## src/rtl/bomb_sequencer_if.sv

```systemverilog
// Bundle between the bomb game controller and its environment: keypad, secret code,
// timer digit feedback, timer controls and round status.
interface bomb_sequencer_if;
  logic        start;
  logic [15:0] secret_code;
  logic [3:0]  digit;
  logic        digit_valid;
  logic [3:0]  value_three;
  logic [3:0]  value_two;
  logic [3:0]  value_one;
  logic        switch_op;
  logic        sec_timer;
  logic [1:0]  strikes;
  logic        armed;
  logic        defused;
  logic        exploded;

  modport master (
    output start, secret_code, digit, digit_valid, value_three, value_two, value_one,
    input  switch_op, sec_timer, strikes, armed, defused, exploded
  );

  modport slave (
    input  start, secret_code, digit, digit_valid, value_three, value_two, value_one,
    output switch_op, sec_timer, strikes, armed, defused, exploded
  );
endinterface

```

## src/rtl/bomb_sequencer.sv

```systemverilog
// Bomb round controller: arms the BCD timer, generates the second tick, checks the keypad code.
// All outputs registered; decisions on a sampled input are visible one cycle later.
module bomb_sequencer #(
  parameter int unsigned TICKS_PER_SEC = 50000000,
  parameter int unsigned MAX_STRIKES   = 3
) (
  input  logic             clk,
  input  logic             reset,
  bomb_sequencer_if.slave  bus
);
  localparam int unsigned PW = (TICKS_PER_SEC > 1) ? $clog2(TICKS_PER_SEC) : 1;

  typedef enum logic [1:0] {IDLE, RUN, DEFUSED, EXPLODED} state_t;

  state_t        state_q;
  logic [PW-1:0] presc_q;
  logic [15:0]   code_q;
  logic [2:0]    cnt_q;
  logic [1:0]    strikes_q;
  logic          switch_op_q;
  logic          sec_timer_q;
  logic          armed_q;
  logic          defused_q;
  logic          exploded_q;

  logic [31:0]   tick_limit;
  logic          wrap;
  logic          digit_ok;
  logic          timeout;
  logic [15:0]   code_d;
  logic [1:0]    strikes_d;

  // Each strike halves the prescaler period, floored at 2 so ticks never merge.
  always_comb begin
    tick_limit = 32'(TICKS_PER_SEC) >> strikes_q;
    if (tick_limit < 32'd2) tick_limit = 32'd2;
  end

  // >= rather than == so a shrunken limit still wraps promptly.
  assign wrap      = 32'(presc_q) >= (tick_limit - 32'd1);
  assign digit_ok  = bus.digit_valid && (bus.digit <= 4'd9);
  assign timeout   = sec_timer_q && (bus.value_three == 4'd0) &&
                     (bus.value_two == 4'd0) && (bus.value_one == 4'd0);
  assign code_d    = {code_q[11:0], bus.digit};
  assign strikes_d = strikes_q + 2'd1;

  always_ff @(posedge clk or negedge reset) begin
    if (!reset) begin
      state_q     <= IDLE;
      presc_q     <= '0;
      code_q      <= '0;
      cnt_q       <= '0;
      strikes_q   <= '0;
      switch_op_q <= 1'b0;
      sec_timer_q <= 1'b0;
      armed_q     <= 1'b0;
      defused_q   <= 1'b0;
      exploded_q  <= 1'b0;
    end else begin
      switch_op_q <= 1'b0;
      sec_timer_q <= 1'b0;
      case (state_q)
        IDLE: begin
          if (bus.start) begin
            switch_op_q <= 1'b1;
            presc_q     <= '0;
            code_q      <= '0;
            cnt_q       <= '0;
            armed_q     <= 1'b1;
            state_q     <= RUN;
          end
        end
        RUN: begin
          presc_q     <= wrap ? '0 : presc_q + 1'b1;
          sec_timer_q <= wrap;
          if (timeout) begin
            // Timer reinitialises itself on this tick; a switch_op here would reload it.
            sec_timer_q <= 1'b0;
            armed_q     <= 1'b0;
            exploded_q  <= 1'b1;
            state_q     <= EXPLODED;
          end else if (digit_ok) begin
            code_q <= code_d;
            if (cnt_q == 3'd3) begin
              if (code_d == bus.secret_code) begin
                cnt_q       <= 3'd4;
                switch_op_q <= 1'b1;
                sec_timer_q <= 1'b0;
                armed_q     <= 1'b0;
                defused_q   <= 1'b1;
                state_q     <= DEFUSED;
              end else begin
                cnt_q     <= '0;
                strikes_q <= strikes_d;
                if (strikes_d == 2'(MAX_STRIKES)) begin
                  switch_op_q <= 1'b1;
                  sec_timer_q <= 1'b0;
                  armed_q     <= 1'b0;
                  exploded_q  <= 1'b1;
                  state_q     <= EXPLODED;
                end
              end
            end else begin
              cnt_q <= cnt_q + 3'd1;
            end
          end
        end
        default: begin
          // DEFUSED and EXPLODED hold until reset.
        end
      endcase
    end
  end

  assign bus.switch_op = switch_op_q;
  assign bus.sec_timer = sec_timer_q;
  assign bus.strikes   = strikes_q;
  assign bus.armed     = armed_q;
  assign bus.defused   = defused_q;
  assign bus.exploded  = exploded_q;
endmodule

```

## src/flat_wrapper.sv

```systemverilog
// flat-port wrapper written by rule: the top's interface ports become plain ports
module bomb_sequencer_flat 
#(
  parameter int unsigned TICKS_PER_SEC = 50000000,
  parameter int unsigned MAX_STRIKES   = 3
)
  (clk, reset, bus_start, bus_secret_code, bus_digit, bus_digit_valid, bus_value_three, bus_value_two, bus_value_one, bus_switch_op, bus_sec_timer, bus_strikes, bus_armed, bus_defused, bus_exploded);
  bomb_sequencer_if bus_i ();
  input  logic clk;
  input  logic reset;
  input wire logic [$bits(bus_i.start)-1:0] bus_start;
  input wire logic [$bits(bus_i.secret_code)-1:0] bus_secret_code;
  input wire logic [$bits(bus_i.digit)-1:0] bus_digit;
  input wire logic [$bits(bus_i.digit_valid)-1:0] bus_digit_valid;
  input wire logic [$bits(bus_i.value_three)-1:0] bus_value_three;
  input wire logic [$bits(bus_i.value_two)-1:0] bus_value_two;
  input wire logic [$bits(bus_i.value_one)-1:0] bus_value_one;
  output wire logic [$bits(bus_i.switch_op)-1:0] bus_switch_op;
  output wire logic [$bits(bus_i.sec_timer)-1:0] bus_sec_timer;
  output wire logic [$bits(bus_i.strikes)-1:0] bus_strikes;
  output wire logic [$bits(bus_i.armed)-1:0] bus_armed;
  output wire logic [$bits(bus_i.defused)-1:0] bus_defused;
  output wire logic [$bits(bus_i.exploded)-1:0] bus_exploded;
  assign bus_i.start = bus_start;
  assign bus_i.secret_code = bus_secret_code;
  assign bus_i.digit = bus_digit;
  assign bus_i.digit_valid = bus_digit_valid;
  assign bus_i.value_three = bus_value_three;
  assign bus_i.value_two = bus_value_two;
  assign bus_i.value_one = bus_value_one;
  assign bus_switch_op = bus_i.switch_op;
  assign bus_sec_timer = bus_i.sec_timer;
  assign bus_strikes = bus_i.strikes;
  assign bus_armed = bus_i.armed;
  assign bus_defused = bus_i.defused;
  assign bus_exploded = bus_i.exploded;
  bomb_sequencer #(.TICKS_PER_SEC(TICKS_PER_SEC), .MAX_STRIKES(MAX_STRIKES)) u_core (.clk(clk), .reset(reset), .bus(bus_i));
endmodule
```

## config.mk

```make
export PLATFORM = sky130hd
export DESIGN_NAME = bomb_sequencer_flat
export DESIGN_NICKNAME = d
export VERILOG_FILES = /design/src/rtl/bomb_sequencer_if.sv /design/src/rtl/bomb_sequencer.sv /design/src/flat_wrapper.sv
export SDC_FILE = /design/constraint.sdc
export NUM_CORES = 1
export LEC_CHECK = 0
export CORE_AREA = 4 4 110 123
export CTS_BUF_LIST = sky130_fd_sc_hd__clkbuf_16
export DETAILED_ROUTE_END_ITERATION = 10
export DIE_AREA = 0 0 114 127
export RECOVER_POWER = 25
export SLEW_MARGIN = 40
export SYNTH_ARGS = -nofsm -noshare
export SYNTH_HDL_FRONTEND = slang
export SYNTH_SLANG_ARGS = --single-unit
```

## constraint.sdc

```tcl
create_clock -name clk -period 3.86 [get_ports clk]
set_clock_uncertainty 0.2 [all_clocks]
set_input_delay 0.772 -clock clk [delete_from_list [all_inputs] [get_ports clk]]
set_output_delay 0.772 -clock clk [all_outputs]
set_load 0.02 [all_outputs]
```

==> results_dict.tcl <==
set metrics [dict create \
    outcome "complete, but fails checks" \
    violations "capacitance limit, slew limit" \
    startpoint_type "register" \
    finalSetupViolations 0 \
    rsz0062_at_grt "false" \
    rr_worst_depth 10 \
    cts.clk_slew.worst_paths_ps 80 \
    dr_total_vias 3161 \
    drive_gt1_share_pct 6.84 \
    fin_ws_ps 477 \
    hold_end "u_core.bus.exploded" \
    grt_max_degree 33 \
    die_area_um2 14500 \
    dp.cells 573 \
    fin_setup_tns_ps 0 \
    num_rows 43 \
    ys.flop_type "dfrtp_1" \
    ioPinCount 43 \
    reg2reg_slack_ps 480 \
    rr_endpoint "u_core.presc_q[22]" \
    syn_avg_cell_area_um2 9.26 \
    wl_per_cell_um 16.5 \
    nFillCells 1300 \
    grt_pass1_vias 3103 \
    ys_warn_count 0 \
    maxSlewViolCount 31 \
    dr.pass1.iters 4 \
    ys_seq_area_share_pct 35.7 \
    clock_latency_ps 300 \
    cts_resized 0 \
    drt_wl_total_um 9590 \
    cellLeakagePower_nw 1.80 \
    power_per_cell_area_nw_per_um2 519 \
    tritoncts "yes" \
    design.core.area_um2 12400 \
    cts_sinks 50 \
    yosysTopAreaCellShare_pct 35.7 \
    required_ps 3850 \
    antenna_found_initial 0 \
    die_x_um 114 \
    synth_area_leaders "dfrtp_1 (36%), ha_1 (12%), a2bb2oi_1 (5.0%), nand4_1 (4.6%), xnor2_1 (4.2%)" \
    worstMarginPinSlew_ps 1820 \
    async_reset_ff_share_pct 100 \
    fin_hold_ws_ps 262 \
    syn2layout_area_growth_pct 21.8 \
    grt_overflow 0 \
    crit_type "register to register" \
    syn_area_um2 3510 \
    path_buf_inv 1 \
    grtUsageTotal_pct 13.3 \
    ant_nets 0 \
    finalHoldViolations 0 \
    diodes 0 \
    fmax_mhz 296 \
    clk_path_buf_depth 2 \
    fin_crit_sh_pct 87.6 \
    initial_core_util_pct 28.4 \
    hp-class "register to register" \
    cts.root.buffer_cell "clkbuf_16" \
    max_stage_delay_ps 540 \
    via_per_inst 5.44 \
    port_buffers 42 \
    hold_start "u_core.bus.exploded" \
    worst-path-max-fanout 25 \
    critPathCaptureType "register" \
    crit_family "compound AO/OA/AOI/OAI gates" \
    cts_buffers 5 \
    cts_hold_buf 0 \
    synth_edf_count 0 \
    min_path_cells 1 \
    ys_types 50 \
    drc 0 \
    synthCells 379 \
    critPathArrivalTime_ps 3370 \
    grt_pass1_wl_um 15700 \
    critical_path.cell_chain "inv_1 -> ha_1 -> or4_1 -> ha_1 -> a21oi_1 -> o21ai_0 -> a221oi_2 -> o211ai_4 -> nand2b_4 -> o41ai_1" \
    die_h_um 127 \
    ys_seq_elements 50 \
    drv_cap 1 \
    slew_headroom_pct -21.6 \
    slowest_stage "dfrtp_1" \
    cpMostUsedCell "ha_1" \
    hpwl_um 7030 \
    post_cts_buffers 0 \
    gp_congestion 0.808 \
    peakVddDrop_uv 245 \
    h-tree-depth 2 \
    r2r_start "u_core.bus.strikes[0]" \
    pre_cts_slack_ps 505 \
    synth_top_cell_by_area "dfrtp_1" \
    final_nets 492 \
    fin_crit_ps 3380 \
    final_cells 581 \
    dr.first_iter.drc_count 197 \
]
-- sequential cells by signal, indices dropped and copies added, names as in the netlist --
name and count:
u_core.bus.armed 1, u_core.bus.defused 1, u_core.bus.exploded 1, u_core.bus.sec_timer 1, u_core.bus.strikes 2, u_core.bus.switch_op 1
u_core.cnt_q 3, u_core.code_q 12, u_core.presc_q 26, u_core.state_q 2
-- stage by stage --
| stage | total power [W] | cell area, um^2 | utilization [%] |
|---|---|---|---|
| after floorplan | 0.00141 | 3530 | - |
| after global placement | 0.00166 | 4110 | 33.2 |
| after detailed placement | 0.00169 | 4110 | 33.2 |
| after CTS | 0.00224 | 4280 | 34.6 |
| after global routing | 0.00239 | 4270 | 34.5 |
| final | 0.00222 | 4270 | 34.5 |
-- synthesized netlist by cell type, types with 7 or more instances --
cell	count
o31ai_1	15
o21ai_0	26
a21oi_1	9
or3_1	7
dfrtp_1	50
a2bb2oi_1	20
nand3_1	25
inv_1	19
nor2_1	14
clkbuf_1	8
ha_1	33
nand2_1	37
xnor2_1	17
o2111ai_1	7
nor3_1	8
nand4_1	26
-- report_power, final --
group | internal [W] | switching [W]
Clock | 0.000311 | 0.000219
Combinational | 0.000364 | 0.000533
Sequential | 0.000644 | 0.000148
-- per-layer routing --
metal  GRT usage [%]  wire length (um)  part of all wire (%)
met1            16.7              4220                    44
met2            23.5              4720                    49
met3            2.65               535                   5.6
met4            3.14               114                   1.2
met5               0                 0                     0
-- kinds of logic after synthesis --
logic type	after synthesis	share of synthesized area [%]
AOI/OAI and AO/OA	96	20.6
buffers and inverters	36	4.85
muxes	2	0.642
xor gates and xnor gates	18	4.49
adders and majority gates	33	11.8
and+or+nand+nor	143	21.9
other	1	0.107
DFF	50	35.7
-- layout by cell type (no fill, tap or decap), drive strengths merged, types with 14 or more instances in the layout --
cell type	count
o21ai	26
nand4	27
nand3	25
nand2	37
inv	20
ha	33
o31ai	15
a2bb2oi	20
xnor2	17
clkdlybuf4s50	41
nor2	14
dfrtp	50
-- final cells by class --
cell class / count / area, um^2 / area share (%)
multi-input combinational: 298 / 2120 / 49.6
sequential: 50 / 1250 / 29.3
timing repair buffer: 49 / 463 / 10.8
tap: 157 / 196 / 4.60
clock buffer: 5 / 125 / 2.93
inverter: 19 / 71.3 / 1.67
clock inverter: 3 / 48.8 / 1.14
-- how the worst max path moves through the flow --
| stage | from | cells after the start | end | slack (ps) |
|---|---|---|---|---|
| floorplan | u_core.bus.strikes[0] | 12 | u_core.presc_q[20] | 620 |
| global placement | u_core.bus.strikes[0] | 10 | u_core.presc_q[24] | 620 |
| detailed placement | u_core.bus.strikes[0] | 10 | u_core.presc_q[22] | 500 |
| CTS | u_core.bus.strikes[0] | 10 | u_core.presc_q[22] | 460 |
| global route | reset | 2 | u_core.presc_q[2] | 180 |
| finish | u_core.bus.strikes[0] | 10 | u_core.presc_q[22] | 480 |
Power figures use the tool's default switching activity.
